File: src/rtl/md_pkg.sv
// Shared encodings and types for the iterative multiply/divide unit.
package md_pkg;

  localparam int unsigned MD_OP_W = 3;

  // Operation encodings as presented by decode.
  typedef enum logic [MD_OP_W-1:0] {
    MD_NOP   = 3'd0,
    MD_MULT  = 3'd1,
    MD_MULTU = 3'd2,
    MD_DIV   = 3'd3,
    MD_DIVU  = 3'd4,
    MD_MTHI  = 3'd5,
    MD_MTLO  = 3'd6,
    MD_RSVD  = 3'd7
  } md_op_e;

  // Sequencer states.
  typedef enum logic [1:0] {
    IDLE = 2'd0,
    CALC = 2'd1,
    FIX  = 2'd2
  } md_state_e;

  // Context latched at accept and consumed in FIX.
  typedef struct packed {
    md_op_e op;
    logic   sign_a;
    logic   sign_b;
    logic   div_zero;
  } md_ctx_t;

endpackage

File: src/rtl/md_if.sv
// Decode-side request/response bundle for md_unit.
interface md_if #(
  parameter int unsigned WIDTH = 32
);
  import md_pkg::*;

  logic [MD_OP_W-1:0] md_op;
  logic               md_valid;
  logic               md_ready;
  logic [WIDTH-1:0]   md_a;
  logic [WIDTH-1:0]   md_b;
  logic               flush;
  logic               busy;
  logic               done;
  logic               div_zero;
  logic [WIDTH-1:0]   hi;
  logic [WIDTH-1:0]   lo;

  modport master (
    output md_op, md_valid, md_a, md_b, flush,
    input  md_ready, busy, done, div_zero, hi, lo
  );

  modport slave (
    input  md_op, md_valid, md_a, md_b, flush,
    output md_ready, busy, done, div_zero, hi, lo
  );

endinterface

File: src/rtl/md_abs.sv
// Combinational magnitude and sign extraction for one operand.
module md_abs #(
  parameter int unsigned WIDTH = 32
) (
  input  logic [WIDTH-1:0] val_i,
  input  logic             signed_i,
  output logic [WIDTH-1:0] mag_c_o,
  output logic             neg_c_o
);

  // Unsigned ops pass through; the most negative value maps onto itself,
  // which is the correct unsigned magnitude.
  assign neg_c_o = signed_i & val_i[WIDTH-1];
  assign mag_c_o = neg_c_o ? (~val_i + WIDTH'(1)) : val_i;

endmodule

File: src/rtl/md_unit.sv
// Iterative radix-2 multiply / restoring divide with HI/LO registers.
// WIDTH must be at least 4.
module md_unit #(
  parameter int unsigned WIDTH = 32
) (
  input logic clk,
  input logic rst_n,
  md_if.slave md
);
  import md_pkg::*;

  localparam int unsigned CNT_W = $clog2(WIDTH + 1);
  localparam int unsigned W2    = 2 * WIDTH;
  localparam int unsigned WP1   = WIDTH + 1;

  md_state_e        state_q, state_d;
  md_ctx_t          ctx_q, ctx_d;
  logic [CNT_W-1:0] cnt_q, cnt_d;
  logic [WIDTH-1:0] acc_q, acc_d;     // product upper half / remainder
  logic [WIDTH-1:0] sh_q, sh_d;       // multiplier / quotient
  logic [WIDTH-1:0] opnd_q, opnd_d;   // multiplicand / divisor magnitude
  logic [WIDTH-1:0] a_raw_q, a_raw_d; // dividend as issued, for divide-by-zero
  logic [WIDTH-1:0] hi_q, hi_d;
  logic [WIDTH-1:0] lo_q, lo_d;
  logic             busy_q, busy_d;
  logic             done_q, done_d;
  logic             dz_q, dz_d;

  md_op_e           op_in;
  logic             is_mul_in, is_arith_in, is_signed_in;
  logic [WIDTH-1:0] mag_a, mag_b;
  logic             sign_a, sign_b;

  logic             is_mul;
  logic [WIDTH:0]   mul_sum;
  logic [WIDTH:0]   div_rem_s;
  logic [WIDTH-1:0] div_diff;
  logic             div_ge;

  logic [W2-1:0]    neg_inv;
  logic [WIDTH:0]   neg_lo;
  logic [WIDTH-1:0] neg_hi;
  logic             neg_hi_cin;
  logic             neg_hi_sel, neg_lo_sel;
  logic [WIDTH-1:0] fix_hi, fix_lo;

  // Incoming operation decode.
  assign op_in        = md_op_e'(md.md_op);
  assign is_mul_in    = (op_in == MD_MULT) || (op_in == MD_MULTU);
  assign is_arith_in  = is_mul_in || (op_in == MD_DIV) || (op_in == MD_DIVU);
  assign is_signed_in = (op_in == MD_MULT) || (op_in == MD_DIV);

  md_abs #(.WIDTH(WIDTH)) u_abs_a (
    .val_i    (md.md_a),
    .signed_i (is_signed_in),
    .mag_c_o  (mag_a),
    .neg_c_o  (sign_a)
  );

  md_abs #(.WIDTH(WIDTH)) u_abs_b (
    .val_i    (md.md_b),
    .signed_i (is_signed_in),
    .mag_c_o  (mag_b),
    .neg_c_o  (sign_b)
  );

  assign is_mul = (ctx_q.op == MD_MULT) || (ctx_q.op == MD_MULTU);

  // One iteration step for each algorithm.
  assign mul_sum   = {1'b0, acc_q} + (sh_q[0] ? {1'b0, opnd_q} : WP1'(0));
  assign div_rem_s = {acc_q, sh_q[WIDTH-1]};
  assign div_ge    = div_rem_s >= {1'b0, opnd_q};
  // Only used when div_ge, so the true difference fits in WIDTH bits.
  assign div_diff  = div_rem_s[WIDTH-1:0] - opnd_q;

  // Shared 2W negator; the mid carry is broken for divide so the
  // remainder and quotient halves are negated independently.
  assign neg_inv    = ~{acc_q, sh_q};
  assign neg_lo     = {1'b0, neg_inv[WIDTH-1:0]} + WP1'(1);
  assign neg_hi_cin = ~is_mul | neg_lo[WIDTH];
  assign neg_hi     = neg_inv[W2-1:WIDTH] + WIDTH'(neg_hi_cin);

  assign neg_lo_sel = ctx_q.sign_a ^ ctx_q.sign_b;
  assign neg_hi_sel = is_mul ? (ctx_q.sign_a ^ ctx_q.sign_b) : ctx_q.sign_a;
  assign fix_hi     = neg_hi_sel ? neg_hi : acc_q;
  assign fix_lo     = neg_lo_sel ? neg_lo[WIDTH-1:0] : sh_q;

  // State and datapath registers.
  always_ff @(posedge clk or negedge rst_n) begin
    if (!rst_n) begin
      state_q <= IDLE;
      ctx_q   <= '0;
      cnt_q   <= '0;
      acc_q   <= '0;
      sh_q    <= '0;
      opnd_q  <= '0;
      a_raw_q <= '0;
      hi_q    <= '0;
      lo_q    <= '0;
      busy_q  <= 1'b0;
      done_q  <= 1'b0;
      dz_q    <= 1'b0;
    end else begin
      state_q <= state_d;
      ctx_q   <= ctx_d;
      cnt_q   <= cnt_d;
      acc_q   <= acc_d;
      sh_q    <= sh_d;
      opnd_q  <= opnd_d;
      a_raw_q <= a_raw_d;
      hi_q    <= hi_d;
      lo_q    <= lo_d;
      busy_q  <= busy_d;
      done_q  <= done_d;
      dz_q    <= dz_d;
    end
  end

  // Next-state and datapath control; flush overrides everything.
  always_comb begin
    state_d = state_q;
    ctx_d   = ctx_q;
    cnt_d   = cnt_q;
    acc_d   = acc_q;
    sh_d    = sh_q;
    opnd_d  = opnd_q;
    a_raw_d = a_raw_q;
    hi_d    = hi_q;
    lo_d    = lo_q;
    busy_d  = busy_q;
    done_d  = 1'b0;
    dz_d    = 1'b0;

    if (md.flush) begin
      state_d = IDLE;
      busy_d  = 1'b0;
      cnt_d   = '0;
    end else begin
      case (state_q)
        IDLE: begin
          if (md.md_valid) begin
            if (op_in == MD_MTHI) begin
              hi_d = md.md_a;
            end else if (op_in == MD_MTLO) begin
              lo_d = md.md_a;
            end else if (is_arith_in) begin
              ctx_d.op       = op_in;
              ctx_d.sign_a   = sign_a;
              ctx_d.sign_b   = sign_b;
              ctx_d.div_zero = !is_mul_in && (md.md_b == '0);
              acc_d          = '0;
              sh_d           = is_mul_in ? mag_b : mag_a;
              opnd_d         = is_mul_in ? mag_a : mag_b;
              a_raw_d        = md.md_a;
              cnt_d          = '0;
              busy_d         = 1'b1;
              state_d        = CALC;
            end
          end
        end
        CALC: begin
          if (is_mul) begin
            acc_d = mul_sum[WIDTH:1];
            sh_d  = {mul_sum[0], sh_q[WIDTH-1:1]};
          end else begin
            acc_d = div_ge ? div_diff : div_rem_s[WIDTH-1:0];
            sh_d  = {sh_q[WIDTH-2:0], div_ge};
          end
          if (cnt_q == CNT_W'(WIDTH - 1)) begin
            cnt_d   = '0;
            state_d = FIX;
          end else begin
            cnt_d = cnt_q + CNT_W'(1);
          end
        end
        FIX: begin
          if (ctx_q.div_zero) begin
            hi_d = a_raw_q;
            lo_d = '1;
          end else begin
            hi_d = fix_hi;
            lo_d = fix_lo;
          end
          done_d  = 1'b1;
          dz_d    = ctx_q.div_zero;
          busy_d  = 1'b0;
          state_d = IDLE;
        end
        default: begin
          state_d = IDLE;
          busy_d  = 1'b0;
        end
      endcase
    end
  end

  assign md.md_ready = ~busy_q;
  assign md.busy     = busy_q;
  assign md.done     = done_q;
  assign md.div_zero = dz_q;
  assign md.hi       = hi_q;
  assign md.lo       = lo_q;

endmodule

File: src/flat_wrapper.sv
// flat-port wrapper written by rule: the top's interface ports become plain ports
module md_unit_flat import md_pkg::*;
#(
  parameter int unsigned WIDTH = 32
)
  (clk, rst_n, md_md_op, md_md_valid, md_md_a, md_md_b, md_flush, md_md_ready, md_busy, md_done, md_div_zero, md_hi, md_lo);
  md_if #(.WIDTH(WIDTH)) md_i ();
  input logic clk;
  input logic rst_n;
  input wire logic [$bits(md_i.md_op)-1:0] md_md_op;
  input wire logic [$bits(md_i.md_valid)-1:0] md_md_valid;
  input wire logic [$bits(md_i.md_a)-1:0] md_md_a;
  input wire logic [$bits(md_i.md_b)-1:0] md_md_b;
  input wire logic [$bits(md_i.flush)-1:0] md_flush;
  output wire logic [$bits(md_i.md_ready)-1:0] md_md_ready;
  output wire logic [$bits(md_i.busy)-1:0] md_busy;
  output wire logic [$bits(md_i.done)-1:0] md_done;
  output wire logic [$bits(md_i.div_zero)-1:0] md_div_zero;
  output wire logic [$bits(md_i.hi)-1:0] md_hi;
  output wire logic [$bits(md_i.lo)-1:0] md_lo;
  assign md_i.md_op = md_md_op;
  assign md_i.md_valid = md_md_valid;
  assign md_i.md_a = md_md_a;
  assign md_i.md_b = md_md_b;
  assign md_i.flush = md_flush;
  assign md_md_ready = md_i.md_ready;
  assign md_busy = md_i.busy;
  assign md_done = md_i.done;
  assign md_div_zero = md_i.div_zero;
  assign md_hi = md_i.hi;
  assign md_lo = md_i.lo;
  md_unit #(.WIDTH(WIDTH)) u_core (.clk(clk), .rst_n(rst_n), .md(md_i));
endmodule
File: config.mk
export PLATFORM = sky130hd
export DESIGN_NAME = md_unit_flat
export DESIGN_NICKNAME = d
export VERILOG_FILES = /design/src/rtl/md_pkg.sv /design/src/rtl/md_if.sv /design/src/rtl/md_abs.sv /design/src/rtl/md_unit.sv /design/src/flat_wrapper.sv
export SDC_FILE = /design/constraint.sdc
export NUM_CORES = 1
export LEC_CHECK = 0
export ABC_CLOCK_PERIOD_IN_PS = 4400
export BUFFER_PORTS_ARGS = -buffer_cell sky130_fd_sc_hd__buf_2
export CORE_ASPECT_RATIO = 0.8
export CORE_MARGIN = 8
export CORE_UTILIZATION = 25
export CTS_BUF_LIST = sky130_fd_sc_hd__clkbuf_2
export DETAILED_ROUTE_END_ITERATION = 10
export PLACE_DENSITY = 0.43
export SLEW_MARGIN = 20
export SYNTH_ARGS = -nofsm -noshare
export SYNTH_HDL_FRONTEND = slang
export SYNTH_HIERARCHICAL = 1
export SYNTH_SLANG_ARGS = --single-unit
File: constraint.sdc
create_clock -name clk -period 4.4 [get_ports clk]
set_input_delay 0.88 -clock clk [delete_from_list [all_inputs] [get_ports clk]]
set_output_delay 0.88 -clock clk [all_outputs]
set_load 0.02 [all_outputs]
==> run metrics, run 1 <==
top cell type's share of synthesized area=30.9%; CP Cell Sequence=or3_4 -> or4_4 -> nor3_4 -> buf_4 -> nand2_1 -> o41ai_2 -> buf_4 -> ha_2 -> ha_2 -> nand4_1 -> or3_4 -> or4_4 -> or3_4 -> o21ai_2 -> xnor2_1 -> o211ai_1 -> a21oi_1; post-route ant nets=0; Clock transition at path regs=approximately 0.12 ns; core area=about 0.067 mm^2; Finished Layout Cells=~3.2k; Setup WS post-layout=around 0.25 ns; Worst setup EP type=flip-flop; total CTS buffers=between 50 and 60; number of synthesized register bits=about 210; boundary pin count=approximately 140; Final TNS setup=0 ns; Critical Path AT=roughly 5 ns; actual slew at the worst max-slew pin=roughly 0.85 ns; Slew Limit Headroom=a little over two fifths; Synth async-reset ratio=between 90% and 100%; clk_skew=between 0.1 and 0.15 ns; CP required=~5.3 ns; sequential area share after synthesis=between 30% and 40%; CP dominant cell by count=or3_4; starting utilization of the core area=around a quarter; outcome=complete, no violations; Period minus WS final=between 4 and 5 ns; die area=0.0764 mm^2; most frequent cells in the layout=nand2_1 (290), o21ai_0 (211), dfrtp_1 (208); final hold vios=0; pin count of the biggest net entering global routing=100; grt ovf=0; Clock H-tree levels=2; Place WS=-0.0209 ns; post-route core utilization=between 20% and 30%; synth-to-layout area growth=15.6%; DIE WIDTH=about 300 um; f_max=about 0.24 GHz; number of synthesized flops with an enable pin=0; Inst Count DP=roughly 3.1k; Slew Viols, Final=0; Leak=about 8.8 nW; worst-path fanout max=4; final WL=~71000 um; layout cell share with drive strength beyond 1=between 15 and 20%; Syn Nets=roughly 2.2k; number of synthesis warnings=6; worst vdd ir=0.422 mV; commonest non-fill, non-tap cell in the layout=nand2_1; WS Path Type=flip-flop to flip-flop; slowest CP cell=or4_4; mean routed wirelength per cell=22.3 um; root buffer cell=clkbuf_2; post-synthesis cell type count=slightly below 70; Final Cycle Share=94.3%; DR pass1 iterations=7; global-route wire length before repair=around 100000 um; Synth Instances=between 2k and 2.5k; Sink Count=approximately 210; main flop type after synthesis=dfrtp_1; hold crit path type=input pin to flip-flop; total chip power=around 12 mW; GRT Total Usage=17.8%; num rows=between 80 and 90; routability cong.=around 0.9; largest cells by area after synthesis=dfrtp_1 (31%), nand2_1 (6.5%), o21ai_0 (6.3%), mux2_2 (6.2%), a21oi_1 (5.6%); number of port buffers=~140; Largest stage delay, worst path=between 0.4 and 0.5 ns; Yosys top cell by area=dfrtp_1; setup violators final=0; mapped cell area=around 0.017 mm^2; TritonCTS clock tree=yes; via-per-instance ratio=5.14; power density over the cells=roughly 600 mW/mm^2; Die Y=249 um; initial antenna violation count=9; Vias=16.4k; Synth Area per Inst=approximately 8.1 um^2; Max Buffers Root-to-Sink=3; HPWL Detailed=roughly 55000 um; vias in the first global route=~15k; Initial DRC Count=around 1.3k; CP Launch Type=flip-flop; clock latency on the worst-skew pair=roughly 1 ns; DRC Markers=0; Max Cap Viol=0; fin nets=approximately 2.4k
routing by layer:
metal | part of all wire [%] | GRT usage (%)
met1 | 49 | 26.0
met2 | 39 | 24.4
met3 | 9.7 | 6.47
met4 | 2.1 | 4.15
met5 | 0.029 | 0
state kept, by name, indices dropped and copies added (netlist names), 2 cells and up:
name,flops
u_core/state_q,2
u_core/a_raw_q,32
u_core/opnd_q,32
u_core/cnt_q,6
u_core/md.hi,32
u_core/ctx_q,6
u_core/md.lo,32
u_core/sh_q,32
u_core/acc_q,32
cell usage after synthesis, types with 5 or more instances:
| master | n |
|---|---|
| dfrtp_1 | 209 |
| or4_1 | 13 |
| clkbuf_1 | 103 |
| buf_2 | 7 |
| nor2b_1 | 16 |
| inv_1 | 72 |
| o22ai_1 | 29 |
| nor2_1 | 146 |
| o21bai_1 | 9 |
| a211o_1 | 8 |
| and3_1 | 8 |
| o221ai_1 | 14 |
| or2_2 | 8 |
| a22o_1 | 5 |
| nand3_1 | 14 |
| nand4_1 | 21 |
| or3_1 | 11 |
| mux2_2 | 93 |
| ha_1 | 70 |
| a31oi_1 | 32 |
| a211oi_1 | 15 |
| a21o_1 | 32 |
| mux2i_1 | 69 |
| o31ai_1 | 22 |
| buf_1 | 11 |
| o211ai_1 | 14 |
| o41ai_1 | 8 |
| o21a_1 | 8 |
| xnor2_1 | 81 |
| and2_1 | 8 |
| nor4_1 | 20 |
| xor2_1 | 91 |
| nand2b_1 | 21 |
| nand2_1 | 292 |
| nor3_1 | 44 |
| o21ai_0 | 212 |
| a21oi_1 | 190 |
timing repair:
item / CTS / global route
buffers inserted: 0 / 0
endpoints found under the setup margin: 0 / 10
gates resized for setup: 0 / 11
hold endpoints to repair: 85 / 0
hold buffers: 2 / 0
final cells by class:
class	count	area, um^2
clock buffers	77	385
fillers	7367	47600
clock inverters	12	104
flip-flops and latches	209	5230
multi-input cells	1686	11100
well taps	913	1140
diodes	5	12.5
inverters	74	278
repair buffers	213	1340
path summary, 6_finish.rpt:
kind                       slack, ns  cells after the start              from          endpoint
hold reg to reg                 0.49                      2  u_core/md.lo[28]  u_core/md.lo[28]
min in group asynchronous       0.50                      2             rst_n  u_core/md.hi[23]
hold / removal                  0.17                      2       md_md_op[1]   u_core/ctx_q[4]
setup / recovery                0.25                     17   u_core/sh_q[16]  u_core/md.hi[28]
setup reg to reg                0.25                     17   u_core/sh_q[16]  u_core/md.hi[28]
max in group asynchronous       2.83                      3             rst_n   u_core/sh_q[21]
through the flow:
step	hold WS, ns	cell area (um^2)
floorplan	0.450	17000
global placement	0.461	19000
detailed placement	0.469	19000
CTS	0.0423	19500
global route	0.0885	19600
finish	0.169	19600
critical path: cells and delay by family (launching register included):
kind / cells / cell delay (ns)
buf+inv: 2 / 0.34
simple gates: 8 / 2.33
xor+xnor: 1 / 0.13
flops: 1 / 0.39
fa+ha+maj: 2 / 0.35
compound gates: 4 / 0.63
cell families after synthesis:
| logic type | count (synthesis) | share of synthesized area [%] |
|---|---|---|
| AO/OA/AOI/OAI | 637 | 22.4 |
| XOR/XNOR | 172 | 8.89 |
| adder cells (fa/ha/maj) | 72 | 5.40 |
| buffers and inverters | 198 | 4.49 |
| flip-flops | 209 | 30.9 |
| multiplexers | 162 | 10.3 |
| AND/OR/NAND/NOR | 643 | 17.7 |
report_power, final:
group	internal [mW]	switching [mW]	total [mW]	leakage (nW)
Combinational	2.70	4.47	7.17	5.77
Sequential	2.43	0.647	3.08	2.64
Clock	0.587	0.941	1.53	0.369
(Power assumes the default switching activity.)
==> inputs of run 2 (changes only) <==
--- a/config.mk
+++ b/config.mk
@@ -7,7 +7,6 @@
 export LEC_CHECK = 0
 export ABC_CLOCK_PERIOD_IN_PS = 4400
 export BUFFER_PORTS_ARGS = -buffer_cell sky130_fd_sc_hd__buf_2
-export CORE_ASPECT_RATIO = 0.8
 export CORE_MARGIN = 8
 export CORE_UTILIZATION = 25
 export CTS_BUF_LIST = sky130_fd_sc_hd__clkbuf_2
==> run metrics, run 2 (synthesis gave the netlist of run 1 again) <==
Logic pwr share=60.6% (was 60.9%); DRC Markers=0 (unchanged); clk_skew=0.0723 ns (was 0.108 ns); post-route ant nets=0 (unchanged); Worst R2R Setup Slack=0.26 ns (was 0.25 ns); hold crit path type=input pin to flip-flop (unchanged); final WL=64000 um (was 71200 um); Leak=8.79 nW (was 8.78 nW); grt ovf=0 (unchanged); Flop pwr share=26.4% (was 26.2%); commonest non-fill, non-tap cell in the layout=nand2_1 (unchanged); outcome=complete, no violations (unchanged); most frequent cells in the layout=nand2_1 (289), o21ai_0 (211), dfrtp_1 (208) (was nand2_1 (290), o21ai_0 (211), dfrtp_1 (208)); root buffer cell=clkbuf_2 (unchanged); Max Buffers Root-to-Sink=3 (unchanged); global-route wire length before repair=98100 um (was 105000 um); switching part of the total power=50.7% (was 51.4%); P_sw=5.86 mW (was 6.05 mW); WP buf/inv=1 (was 2); Clock H-tree levels=2 (unchanged); Max Cap Viol=0 (unchanged); synth-to-layout area growth=15.3% (was 15.6%); actual slew at the worst max-slew pin=1.04 ns (was 0.848 ns); TritonCTS clock tree=yes (unchanged); layout cell share with drive strength beyond 1=19.5% (was 19.3%); Die Y=276 um (was 249 um); DR pass1 iterations=5 (was 7); clock network fraction of total power=13.0% (about the same); GRT Total Usage=16.1% (was 17.8%); Initial DRC Count=1265 (was 1317); f_max=0.241 GHz (about the same); worst vdd ir=0.476 mV (was 0.422 mV); boundary pin count=139 (unchanged); Worst path top cell family by delay=simple AND/OR/NAND/NOR gates (unchanged); Hold Path Stages=2 (unchanged); Worst Hold End=u_core/a_raw_q[19] (was u_core/ctx_q[4]); Clock transition at path regs=0.12 ns (about the same); Slew Viols, Final=0 (unchanged); total CTS buffers=58 (was 57); Worst setup EP type=flip-flop (unchanged); Sequential Area=0.00523 mm^2 (unchanged); r2r startpoint=u_core/sh_q[16] (unchanged); power density over the cells=592 mW/mm^2 (was 601 mW/mm^2); core area=0.0672 mm^2 (about the same); final hold vios=0 (unchanged); DIE WIDTH=276 um (was 307 um); Finished Layout Cells=3156 (was 3189); reg2reg end=u_core/md.hi[28] (unchanged); initial antenna violation count=7 (was 9); Final Cycle Share=94.1% (was 94.3%); Internal Power=5.71 mW (was 5.72 mW); Sink Count=209 (unchanged); Multi-input gate area=0.0111 mm^2 (about the same); Crit. Startpoint=u_core/sh_q[16] (unchanged); die area=0.0764 mm^2 (about the same); reg2reg path depth=16 (was 17); total chip power=11.6 mW (was 11.8 mW); number of port buffers=138 (unchanged); CP dominant cell by count=or3_4 (unchanged); num rows=95 (was 85); slowest CP cell=or4_4 (unchanged); HPWL Detailed=48100 um (was 55000 um); Critical Path AT=5.10 ns (was 5.09 ns); clock latency on the worst-skew pair=1.05 ns (was 1.01 ns); HP Start=md_md_a[19] (was md_md_op[1]); WS Path Type=flip-flop to flip-flop (unchanged); Inst Count DP=3050 (was 3092); mean routed wirelength per cell=20.3 um (was 22.3 um); via-per-instance ratio=5.17 (was 5.14); CP Launch Type=flip-flop (unchanged); Period minus WS final=4.14 ns (was 4.15 ns); pin count of the biggest net entering global routing=112 (was 100); FILL cells=7267 (was 7367); CP Cell Sequence=or3_4 -> or4_4 -> nor3_4 -> nand2_2 -> o41ai_2 -> buf_4 -> ha_1 -> ha_1 -> nand4_1 -> or3_4 -> or4_4 -> or3_4 -> o21ai_2 -> xnor2_1 -> o211ai_1 -> a21oi_1 (was or3_4 -> or4_4 -> nor3_4 -> buf_4 -> nand2_1 -> o41ai_2 -> buf_4 -> ha_2 -> ha_2 -> nand4_1 -> or3_4 -> or4_4 -> or3_4 -> o21ai_2 -> xnor2_1 -> o211ai_1 -> a21oi_1); Slew Limit Headroom=31.0% (was 43.5%); Largest stage delay, worst path=0.47 ns (was 0.45 ns); setup violators final=0 (unchanged); starting utilization of the core area=25.2% (about the same); worst-path fanout max=4 (unchanged); CP required=5.36 ns (was 5.34 ns); Vias=16.3k (was 16.4k); routability cong.=0.865 (was 0.882); vias in the first global route=16.1k (was 15.5k); fin nets=2383 (was 2384)
run 2: cell count changes in the layout (fill, tap and decap cells not counted), moves of 2 or more:
cell / change
clkinv_1: +5
clkbuf_2: +3
o31ai_1: -3
o31ai_2: +3
clkinv_2: +2
ha_1: +2
ha_2: -2
inv_2: +2
nand2b_2: -2
run 2: final cells by class:
type / instances / area share [%]
flip-flops and latches: 209 / 26.8
well taps: 873 / 5.59
multi-input cells: 1686 / 56.9
inverters: 74 / 1.42
diodes: 4 / 0.0512
clock inverters: 19 / 0.519
clock buffers: 80 / 2.05
repair buffers: 211 / 6.67
run 2: timing repair:
| action | CTS | global route |
|---|---|---|
| setup buffers | 0 | 1 |
| pin swaps | 0 | 3 |
| setup endpoints to repair | 2 | 11 |
| hold buffers | 2 | 0 |
| gates resized for setup | 1 | 16 |
| hold endpoints to repair | 110 | 0 |
run 2: worst max path at each step:
stage | cells past startpoint | to | slack, ns
after detailed placement | 19 | u_core/md.hi[26] | 0.06
after CTS | 19 | u_core/md.hi[28] | 0.06
after global placement | 19 | u_core/md.hi[26] | 0.17
final | 16 | u_core/md.hi[28] | 0.26
after floorplan | 18 | u_core/md.hi[26] | 0.02
after global routing | 16 | u_core/md.hi[28] | -0.002
run 2: stage by stage:
step | instance area, um^2 | utilization, % | hold slack [ns] | setup WS [ns] | TNS [ns]
after floorplan | 17000 | - | 0.450 | 0.0151 | 0
after global placement | 18900 | 28.2 | 0.459 | 0.166 | 0
after detailed placement | 18900 | 28.2 | 0.466 | 0.0593 | 0
after CTS | 19400 | 29.0 | 0.0178 | 0.0580 | 0
after global routing | 19500 | 29.1 | 0.0841 | -0.00159 | -0.00159
final | 19500 | 29.1 | 0.176 | 0.258 | 0
run 2: power groups by stage:
stage / registers [mW] / logic, mW / clock network [mW]
global route: 3.13 / 7.75 / 1.67
global placement: 3.06 / 6.91 / 0
detailed placement: 3.07 / 6.91 / 0
finish: 3.05 / 7.01 / 1.51
floorplan: 3.08 / 4.59 / 0
CTS: 3.04 / 6.95 / 1.59
run 2: per-layer routing:
layer / up-vias / track usage, % / share of wire, %
li1: 7816 / - / -
met1: 7895 / 22.5 / 48
met2: 491 / 25.1 / 44
met3: 106 / 3.18 / 6.0
met4: 2 / 4.23 / 2.2
met5: - / 0 / 0.020
